### src/rtl/flac_pkg.sv
// Shared widths, limits and state type for the FLAC subframe decode path.
package flac_pkg;

  localparam int unsigned SAMPLE_W        = 16;
  localparam int unsigned PRED_W          = 20;
  localparam int unsigned MAX_FIXED_ORDER = 4;
  localparam int unsigned ORDER_W         = 4;
  localparam int unsigned COUNT_W         = 16;

  typedef enum logic [2:0] {
    StIdle,
    StWarmup,
    StPredict,
    StDone,
    StErr
  } fp_state_t;

  function automatic logic signed [PRED_W-1:0] sext_sample(logic signed [SAMPLE_W-1:0] s);
    return PRED_W'(s);
  endfunction

endpackage

### src/rtl/fixed_pred_core.sv
// Fixed-polynomial FLAC predictor: combinational, shift-add only.
module fixed_pred_core
  import flac_pkg::*;
(
  input  logic        [ORDER_W-1:0]  order_i,
  input  logic signed [SAMPLE_W-1:0] h1_i,
  input  logic signed [SAMPLE_W-1:0] h2_i,
  input  logic signed [SAMPLE_W-1:0] h3_i,
  input  logic signed [SAMPLE_W-1:0] h4_i,
  output logic signed [PRED_W-1:0]   pred_o
);

  logic signed [PRED_W-1:0] e1, e2, e3, e4;

  always_comb begin
    e1 = sext_sample(h1_i);
    e2 = sext_sample(h2_i);
    e3 = sext_sample(h3_i);
    e4 = sext_sample(h4_i);
    // Worst-case magnitude is 15 * 2^15, which fits in 20 signed bits.
    case (order_i)
      4'd1:    pred_o = e1;
      4'd2:    pred_o = (e1 <<< 1) - e2;
      4'd3:    pred_o = (e1 <<< 1) + e1 - ((e2 <<< 1) + e2) + e3;
      4'd4:    pred_o = (e1 <<< 2) - ((e2 <<< 2) + (e2 <<< 1)) + (e3 <<< 2) - e4;
      default: pred_o = '0;
    endcase
  end

endmodule

### src/rtl/fixed_predictor.sv
// FLAC FIXED subframe reconstruction: warm-up pass-through, then residual + prediction.
module fixed_predictor
  import flac_pkg::*;
(
  input  logic                       iClock,
  input  logic                       iReset,
  input  logic                       iEnable,
  input  logic        [COUNT_W-1:0]  iBlockSize,
  input  logic        [ORDER_W-1:0]  iPredictorOrder,
  input  logic signed [SAMPLE_W-1:0] iResidual,
  input  logic                       iValid,
  output logic signed [SAMPLE_W-1:0] oSample,
  output logic                       oValid,
  output logic                       oDone,
  output logic                       oError
);

  fp_state_t                 state_q, state_d, start_state, eff_state;
  logic [COUNT_W-1:0]        size_q, size_d;
  logic [ORDER_W-1:0]        order_q, order_d;
  logic [COUNT_W-1:0]        count_q, count_d;
  logic [COUNT_W:0]          count_inc;
  logic signed [SAMPLE_W-1:0] h1_q, h2_q, h3_q, h4_q;
  logic signed [SAMPLE_W-1:0] h1_d, h2_d, h3_d, h4_d;
  logic signed [SAMPLE_W-1:0] sample_q, sample_d, sample_new;
  logic                      valid_q, valid_d;
  logic                      done_q, done_d;
  logic                      err_q, err_d;
  logic                      accept;
  logic signed [PRED_W-1:0]  pred;

  fixed_pred_core u_core (
    .order_i (order_q),
    .h1_i    (h1_q),
    .h2_i    (h2_q),
    .h3_i    (h3_q),
    .h4_i    (h4_q),
    .pred_o  (pred)
  );

  always_comb begin
    if (32'(order_q) > MAX_FIXED_ORDER) begin
      start_state = StErr;
    end else if (size_q == '0) begin
      start_state = StDone;
    end else if (order_q == '0) begin
      start_state = StPredict;
    end else begin
      start_state = StWarmup;
    end
    // IDLE resolves on the same edge it is left, so the first sample is never dropped.
    eff_state = (state_q == StIdle) ? start_state : state_q;
    accept    = iEnable && iValid && (eff_state == StWarmup || eff_state == StPredict);
    count_inc = {1'b0, count_q} + 1'b1;

    if (eff_state == StWarmup) begin
      sample_new = iResidual;
    end else begin
      sample_new = SAMPLE_W'(pred + sext_sample(iResidual));
    end
  end

  always_comb begin
    state_d  = state_q;
    size_d   = size_q;
    order_d  = order_q;
    count_d  = count_q;
    h1_d     = h1_q;
    h2_d     = h2_q;
    h3_d     = h3_q;
    h4_d     = h4_q;
    sample_d = sample_q;
    valid_d  = valid_q;
    done_d   = done_q;
    err_d    = err_q;

    if (iEnable) begin
      valid_d = 1'b0;
      state_d = eff_state;
      err_d   = err_q | (eff_state == StErr);
      done_d  = done_q | (eff_state == StDone);

      if (accept) begin
        sample_d = sample_new;
        valid_d  = 1'b1;
        h4_d     = h3_q;
        h3_d     = h2_q;
        h2_d     = h1_q;
        h1_d     = sample_new;
        count_d  = count_inc[COUNT_W-1:0];
        if (count_inc == {1'b0, size_q}) begin
          state_d = StDone;
          done_d  = 1'b1;
        end else if (eff_state == StWarmup && count_inc == (COUNT_W+1)'(order_q)) begin
          state_d = StPredict;
        end
      end
    end
  end

  always_ff @(posedge iClock) begin
    if (iReset) begin
      state_q  <= StIdle;
      size_q   <= iBlockSize;
      order_q  <= iPredictorOrder;
      count_q  <= '0;
      h1_q     <= '0;
      h2_q     <= '0;
      h3_q     <= '0;
      h4_q     <= '0;
      sample_q <= '0;
      valid_q  <= 1'b0;
      done_q   <= 1'b0;
      err_q    <= 1'b0;
    end else begin
      state_q  <= state_d;
      size_q   <= size_d;
      order_q  <= order_d;
      count_q  <= count_d;
      h1_q     <= h1_d;
      h2_q     <= h2_d;
      h3_q     <= h3_d;
      h4_q     <= h4_d;
      sample_q <= sample_d;
      valid_q  <= valid_d;
      done_q   <= done_d;
      err_q    <= err_d;
    end
  end

  assign oSample = sample_q;
  assign oValid  = valid_q;
  assign oDone   = done_q;
  assign oError  = err_q;

endmodule

### config.mk
export PLATFORM = sky130hd
export DESIGN_NAME = fixed_predictor
export DESIGN_NICKNAME = d
export VERILOG_FILES = /design/src/rtl/flac_pkg.sv /design/src/rtl/fixed_pred_core.sv /design/src/rtl/fixed_predictor.sv
export SDC_FILE = /design/constraint.sdc
export NUM_CORES = 1
export LEC_CHECK = 0
export ABC_AREA = 0
export ABC_CLOCK_PERIOD_IN_PS = 15300
export CAP_MARGIN = 25
export CELL_PAD_IN_SITES_DETAIL_PLACEMENT = 1
export CELL_PAD_IN_SITES_GLOBAL_PLACEMENT = 2
export CORE_MARGIN = 2
export CORE_UTILIZATION = 40
export CTS_CLUSTER_DIAMETER = 120
export DETAILED_ROUTE_END_ITERATION = 10
export PLACE_DENSITY_LB_ADDON = 0.15
export SLEW_MARGIN = 20
export SYNTH_ARGS = -nofsm -noshare
export SYNTH_HDL_FRONTEND = slang
export SYNTH_SLANG_ARGS = --single-unit
### constraint.sdc
create_clock -name iClock -period 15.3 [get_ports iClock]
set_input_delay 1.53 -clock iClock [delete_from_list [all_inputs] [get_ports iClock]]
set_output_delay 1.53 -clock iClock [all_outputs]
set_load 0.02 [all_outputs]
== Word level (Yosys, flattened, before mapping) ==
Cells that the tools add are included.
Word-level totals
  word-level logic and storage cells: 55
  bits of input ports: 40
  flip-flop bits (word level): 106
  output and inout port bits: 19
Cells by class
  add/sub/neg operators: 11
  reduce and logical (&&, ||, !) cells: 8
  equal/unequal tests: 10
  multiplexer cells: 12
  bitwise gates (word level): 2
  $lt $le $gt $ge: 1
Operators by type and width (number)
  $add A16 B16 Y16: 6
  $pmux W16 S4: 1
  $sub A16 B16 Y16: 4
  $add A16 B1 Y17 const B: 1
  $eq A17 B16 Y1: 1
  $eq A17 B4 Y1: 1
  $logic_not A16 Y1: 1
  $mux W16: 1
  $mux W3: 5
  $eq A4 B2 Y1 const B: 2
  $eq A3 B2 Y1 const B: 2
  $eq A4 B1 Y1 const B: 1
  $eq A4 B3 Y1 const B: 1
  $gt A4 B3 Y1 const B: 1
  $logic_not A4 Y1: 1
  $mux W2: 2
  $eq A3 B1 Y1 const B: 1
  $eq A3 B3 Y1 const B: 1
  $logic_and A1 B1 Y1: 3
  $logic_not A3 Y1: 1
  $mux W1: 3
  $or A1 B1 Y1: 2
  $reduce_and A2 Y1: 1
  $logic_or A1 B1 Y1: 1

== Depth between registers and ports, before layout ==
Gate-level depths: netlist of the first run.
  depth in word-level cells: 10
  gate-level depth with buffers: 26

== Cells and area by module ==
A second synthesis of the first run with hierarchy kept.
Second synthesis, totals
  cell total of the unflattened synthesis: 1398
  area total of the unflattened synthesis: 11463.5 sq um
By module, submodules not included
  fixed_pred_core: cells an instance 753, times used 1, area an instance 6075.8 sq um, sequential area each 0.0 sq um
  fixed_predictor: cells an instance 645, times used 1, area an instance 5387.7 sq um, sequential area each 2322.2 sq um

== Worst setup path before layout of the first run ==
OpenSTA, ideal clock, no wires.
  kind: flip-flop to flip-flop
  from: register, netlist name oSample[1]
  to: register sample_q[15] (netlist: oSample[15])
  path slack: 9.333 ns
  required time: 15.209 ns
  library setup time: 0.091 ns
  path buffers: 0
  data arrival time: 5.876 ns
  cell stages (with the launch flop): 25
  period minus slack after synthesis: 5.967 ns
  cell sequence: dfxtp_1 inv_1 fa_1 inv_1 fa_1 inv_1 fa_1 inv_1 fa_1 a21o_1 a41oi_1 nand3_1 a31oi_1 o21bai_1 a21oi_1 xnor2_1 a222oi_1 o211ai_1 ha_1 o21ai_0 a31oi_1 o22ai_1 or4_1 a211o_1 a311oi_1
RTL lines
  end signal, assigned: RTL line fixed_predictor.sv:124  | sample_q <= sample_d;
  end, declared: RTL line fixed_predictor.sv:25  | logic signed [SAMPLE_W-1:0] sample_q, sample_d, sample_new;

==> summary.md, run 1 <==
| Metric | Value |
|---|---|
| Status | `finished, final reports clean` |
| Cell area after synthesis | `9850 µm²` |
| Drt drc | `0` |
| DR WL/cell | `17.7 µm` |
| Hold Crit Start | `oError` |
| R2R setup slack | `8.51 ns` |
| Crit Path Class | `flip-flop to flip-flop` |
| Core area | `24200 µm²` |
| Die X-Extent | `161 µm` |
| CP bufs+invs | `4` |
| Peak supply drop | `0.0580 mV` |
| Comb pwr share | `41.9%` |
| Number of global-route vias before repair | `8386` |
| DP Area | `10700 µm²` |
| Achievable frequency | `147 MHz` |
| Setup repair bufs after CTS | `0` |
| H-tree level count | `3` |
| Flop pwr share | `32.2%` |
| # resized after CTS | `0` |
| Clock Sinks | `106` |
| Nets | `1407` |
| Final period util | `44.4%` |
| CP Depth | `25` |
| Net switching power | `0.371 mW` |
| Pins Over Slew Limit | `0` |
| Design area | `11000 µm²` |
| R2R Path Start | `oSample[1]` |
| Root Buffer | `clkbuf_16` |
| Register bit total from synthesis | `106` |
| Initial Util | `40.6%` |
| CP Data Required Time | `15.56 ns` |
| Fillers | `2940` |
| Synthesis Warnings | `0` |
| Max stage delay cell, worst path | `dfxtp_1` |
| Initial DRC count | `434` |
| RSZ-0062 raised after global routing | `no` |
| Largest net degree at the start of global routing | `80` |
| Total Routing Usage GR | `22.1%` |
| Worst hold path class | `flip-flop to flip-flop` |
| Final wirelength | `27.3 mm` |
| Crit path from | `oSample[1]` |
| Hold WS | `0.452 ns` |
| Minimum clock period | `6.79 ns` |
| Async set-reset flop share out of synthesis | `0%` |
| Max_cap viols | `0` |
| Hold Path Cell Cnt | `2` |
| TritonCTS clock tree | `yes` |
| Setup Skew | `0.0158 ns` |
| R2R cell count | `25` |
| Met1 usage | `31.5%` |
| Routed Antenna Nets | `0` |
| Chip Height | `161 µm` |
| EDFF count, synth | `20` |
| Vias | `8127` |
| Hpwl dp | `21.2 mm` |
| Leakage | `4.42 nW` |
| Pint | `0.594 mW` |
| # hold bufs at CTS | `0` |
| Clk_lat worst skew | `0.37 ns` |
| Synth cell types | `62` |
| Startpoint Class | `flip-flop` |
| Die area | `25900 µm²` |
| GP Congestion | `0.813` |
| Worst-margin pin slew | `0.931 ns` |
| Slowest stage delay, CP | `0.55 ns` |
| CTS Buffer Depth | `2` |
| I/O pin count | `59` |
| Num CTS Buffers | `9` |
| Cells after Synth | `1190` |
| Area delta synth->final | `12.1%` |
| Vias/cell | `5.25` |
| Critical Path AT | `7.05 ns` |
| Number of I/O port buffers | `58` |
| Clock power frac | `25.9%` |
| Antenna violations before repair | `0` |
| Diode count | `0` |
| DR pass1 iterations | `6` |
| Worst-path fanout max | `8` |
| First-pass GRT wire length | `45.4 mm` |
| Crit path capture type | `flip-flop` |
| Util after Layout | `45.5%` |
| Syn nets | `1378` |
| Power Total | `0.965 mW` |
| Power density over cell area | `87.4 nW/µm²` |
| Final Setup Violations | `0` |
| Total congestion overflow | `0` |
| Ratio of cells with drive above 1 in the final layout | `3.51%` |
| Core Rows | `57` |
| Top FF cell, synth | `dfxtp_1` |
| M3 GR Usage | `1.55%` |
| Sw Ratio | `38.5%` |
| GR Util met2 | `36.6%` |
| Top Usage Layer GRT | `met2` |
| Setup TNS | `0 ns` |
| Slew Limit Headroom | `37.9%` |
| Cell family with most CP delay | `compound AO/OA/AOI/OAI gates` |
| Register area share after synthesis | `23.6%` |
| Clk slew on worst S/H paths | `0.09 ns` |
| Average size of a mapped cell | `8.27 µm²` |
| Final Hold Vio Count | `0` |
[sequential cells by signal, indices dropped and copies added, names as in the netlist]
name,flops
oSample,16
h4_q,16
oError,1
order_d,4
oValid,1
oDone,1
h2_q,16
count_q,16
size_d,16
h3_q,16
state_q,3
[synth_stat cells, types with 5 or more instances]
cell / n / area (µm²)
and4_1: 5 / 43.8
nand2b_1: 8 / 50.1
a222oi_1: 12 / 120
nor4_1: 10 / 62.6
mux2i_1: 10 / 100
o21a_1: 9 / 67.6
xor2_1: 34 / 298
a31oi_1: 10 / 62.6
nand4_1: 7 / 43.8
o21ai_1: 6 / 30.0
inv_1: 189 / 709
nor3_1: 17 / 85.1
xnor2_1: 59 / 517
o21bai_1: 7 / 52.6
nand3_1: 22 / 110
o211ai_1: 7 / 52.6
o21ai_0: 49 / 245
nor2_1: 58 / 218
nor2b_1: 8 / 50.1
dfxtp_1: 86 / 1720
and2_1: 5 / 31.3
fa_1: 83 / 1660
and3_1: 6 / 37.5
a21o_1: 18 / 135
edfxtp_1: 20 / 601
or3_1: 12 / 75.1
a211oi_1: 15 / 113
nand2_1: 147 / 552
or2_2: 5 / 31.3
clkbuf_1: 47 / 176
a21oi_1: 106 / 531
ha_1: 65 / 813
[routing by layer]
metal,share of wire (%),vias to the layer above
met3,2.2,16
met2,47,100
met5,0,-
li1,-,4024
met1,49,3987
met4,1.3,0
[per-stage QoR]
| step | std cells | setup slack (ns) |
|---|---|---|
| floorplan | 1190 | 9.33 |
| global placement | 1532 | 8.83 |
| detailed placement | 1532 | 8.60 |
| CTS | 1548 | 8.54 |
| global route | 1548 | 8.06 |
| finish | 1548 | 8.51 |
[power groups by stage]
stage                     Combinational [mW]  Clock [mW]  Sequential, mW
after floorplan                        0.302           0           0.313
after global placement                 0.399           0           0.317
after detailed placement               0.403           0           0.317
after CTS                              0.407       0.262           0.311
after global routing                   0.455       0.268           0.313
final                                  0.405       0.250           0.310
[worst min-delay path: cells and delay by family (launching register included)]
| kind | cells | cell delay, ns |
|---|---|---|
| flops | 1 | 0.32 |
| buf+inv | 1 | 0.05 |
| compound gates | 1 | 0.05 |
[layout by cell type (no fill, tap or decap), types with 8 or more instances in the layout]
| cell type | instances |
|---|---|
| a211oi_1 | 15 |
| a21o_1 | 17 |
| a21oi_1 | 105 |
| a222oi_1 | 12 |
| a31oi_1 | 10 |
| buf_4 | 9 |
| clkbuf_16 | 9 |
| clkdlybuf4s50_1 | 57 |
| dfxtp_1 | 86 |
| edfxtp_1 | 20 |
| fa_1 | 83 |
| ha_1 | 65 |
| inv_1 | 189 |
| mux2i_1 | 10 |
| nand2_1 | 147 |
| nand2b_1 | 8 |
| nand3_1 | 22 |
| nor2_1 | 58 |
| nor2b_1 | 8 |
| nor3_1 | 16 |
| nor4_1 | 10 |
| o21a_1 | 9 |
| o21ai_0 | 49 |
| or3_1 | 12 |
| xnor2_1 | 59 |
| xor2_1 | 34 |
[worst paths after layout]
path,endpoint
max,oSample[15]
min,oError
max reg2reg,oSample[15]
min reg2reg,oError
[final cells by class]
class	instances	area [µm²]	share of cell area, %
Clock buffer	10	239	2.16
Timing Repair Buffer	66	638	5.78
Sequential cell	106	2320	21.0
Multi-Input combinational cell	846	6650	60.2
Inverter	190	727	6.59
Tap cell	324	405	3.67
Clock inverter	6	62.6	0.567
[logic make-up after synthesis]
group,Yosys count,share of synthesized area [%]
flip-flops,106,23.6
XOR/XNOR,93,8.27
AO/OA/AOI/OAI,272,17.6
AND/OR/NAND/NOR,323,15.2
multiplexers,10,1.02
adder cells (fa/ha/maj),148,25.1
buffers and inverters,238,9.21
Power figures use the tool's default switching activity.
==> run 2: changes to the inputs <==
Settings changed: ABC_CLOCK_PERIOD_IN_PS 15300 to 6500, CORE_UTILIZATION 40 to 38.
Clock period 15.3 ns to 6.5 ns, I/O delays scaled along.
==> summary.md, run 2 (same netlist as run 1, synthesis figures left out) <==
| Metric | Value |
|---|---|
| CP Depth | `24` |
| Final Setup Violations | `0` |
| Leakage | `4.50 nW` |
| Area delta synth->final | `13.6%` |
| Slowest stage delay, CP | `0.51 ns` |
| Util after Layout | `44.2%` |
| Initial Util | `38.9%` |
| Die area | `27200 µm²` |
| Worst-path fanout max | `6` |
| Clock Sinks | `106` |
| Final worst slack | `0.294 ns` |
| WL met1 | `13.7 mm` |
| Startpoint Class | `flip-flop` |
| Total congestion overflow | `0` |
| Crit path capture type | `flip-flop` |
| Clk_lat worst skew | `0.37 ns` |
| Power Total | `2.29 mW` |
| Die X-Extent | `165 µm` |
| Worst hold path class | `flip-flop to flip-flop` |
| Core Rows | `58` |
| Worst-margin pin slew | `0.940 ns` |
| Cell family with most CP delay | `compound AO/OA/AOI/OAI gates` |
| Max_cap viols | `0` |
| Status | `finished, final reports clean` |
| Multi-input gate area | `6680 µm²` |
| GP Congestion | `0.792` |
| Vias/cell | `5.26` |
| Total Routing Usage GR | `22.0%` |
| Fillers | `3069` |
| CP Data Required Time | `6.78 ns` |
| Nets | `1423` |
| Register area | `2320 µm²` |
| Core area | `25300 µm²` |
| Max stage delay cell, worst path | `fa_1` |
| Hpwl dp | `21.9 mm` |
| Ratio of cells with drive above 1 in the final layout | `5.16%` |
| Pins Over Slew Limit | `0` |
| CP bufs+invs | `4` |
| Hold WS | `0.455 ns` |
| TritonCTS clock tree | `yes` |
| Routed wl met2 | `13.0 mm` |
| WL met3 | `699 µm` |
| Slew Limit Headroom | `37.3%` |
| Hold Path Cell Cnt | `2` |
| CTS Buffer Depth | `2` |
| Chip Height | `165 µm` |
| Achievable frequency | `161 MHz` |
| I/O pin count | `59` |
| Setup Skew | `0.0139 ns` |
| Peak supply drop | `0.128 mV` |
| R2R cell count | `24` |
| Number of global-route vias before repair | `8584` |
| Final wirelength | `28.0 mm` |
| Final Hold Vio Count | `0` |
| Clk slew on worst S/H paths | `0.08 ns` |
| Num CTS Buffers | `9` |
| Antenna violations before repair | `0` |
| Crit Path Class | `flip-flop to flip-flop` |
| Most frequent cells in the layout | `189 x inv_1, 147 x nand2_1, 105 x a21oi_1, 84 x dfxtp_1, 83 x fa_1` |
| Worst slack at placement | `0.0865 ns` |
| DR top layer | `met4` |
| # hold bufs at CTS | `0` |
| Minimum clock period | `6.21 ns` |
| Routed Antenna Nets | `0` |
| Final period util | `95.5%` |
| Largest net degree at the start of global routing | `80` |
| Vias | `8264` |
| Crit path cell chain | `buf_4, fa_1, inv_1, fa_1, inv_1, fa_1, inv_1, fa_1, a21o_1, a41oi_2, nand3_1, a31oi_4, o21bai_1, a21oi_1, xnor2_1, a222oi_1, o211ai_1, ha_1, o21ai_0, a31oi_2, o22ai_1, or4_1, a211o_1, a311oi_1` |
| Drt drc | `0` |
| Number of I/O port buffers | `58` |
| DR WL/cell | `17.8 µm` |
| Root Buffer | `clkbuf_16` |
| Diode count | `0` |
| First-pass GRT wire length | `46.6 mm` |
| DR pass1 iterations | `5` |
| Power density over cell area | `204 nW/µm²` |
| H-tree level count | `3` |
| Initial DRC count | `503` |
| Crit-path most repeated cell | `fa_1` |
| Commonest non-fill, non-tap cell in the layout | `inv_1` |
| Critical Path AT | `6.49 ns` |
run 2: layer usage:
layer	vias to the layer above	GRT usage [%]
li1	4049	-
met1	4069	30.9
met2	121	35.9
met3	25	2.21
met4	0	6.36
met5	-	0
run 2: layout make-up:
cell class / count / share of cell area, %
multi-input cells: 846 / 59.7
flip-flops and latches: 106 / 20.8
repair buffers: 82 / 6.78
inverters: 190 / 6.50
well taps: 330 / 3.69
clock buffers: 10 / 2.05
clock inverters: 6 / 0.515
run 2: worst register-to-register path, delay by kind of cell, from the launching register on:
family	cells	cell delay [ns]
AO/OA/AOI/OAI	12	2.45
adder cells (fa/ha/maj)	5	2.36
AND/OR/NAND/NOR	2	0.57
buffers and inverters	4	0.34
flip-flops	1	0.32
XOR/XNOR	1	0.08
run 2: final timing paths:
path           start     endpoint  slack [ns]
min reg2reg   oError       oError        0.46
max reg2reg  h2_q[1]  oSample[15]        0.29
min           oError       oError        0.46
max          h2_q[1]  oSample[15]        0.29
run 2: what timing repair did:
| item | 4_1_cts | 5_1_grt |
|---|---|---|
| setup buffers | 0 | 2 |
| endpoints found under the setup margin | 0 | 1 |
| gates resized for setup | 0 | 9 |
run 2: stage by stage:
stage	TNS, ns	cells	cell area [µm²]
after floorplan	0	1190	9850
after CTS	0	1568	11100
final	0	1570	11200
after detailed placement	0	1552	10900
after global routing	-0.00937	1570	11200
after global placement	0	1552	10900
run 2: power by group:
group          internal (mW)  total (mW)  leakage [nW]  switching [mW]
Sequential             0.690       0.718         0.892          0.0276
Combinational          0.441        1.00          3.47           0.561
Clock                  0.271       0.566         0.141           0.295
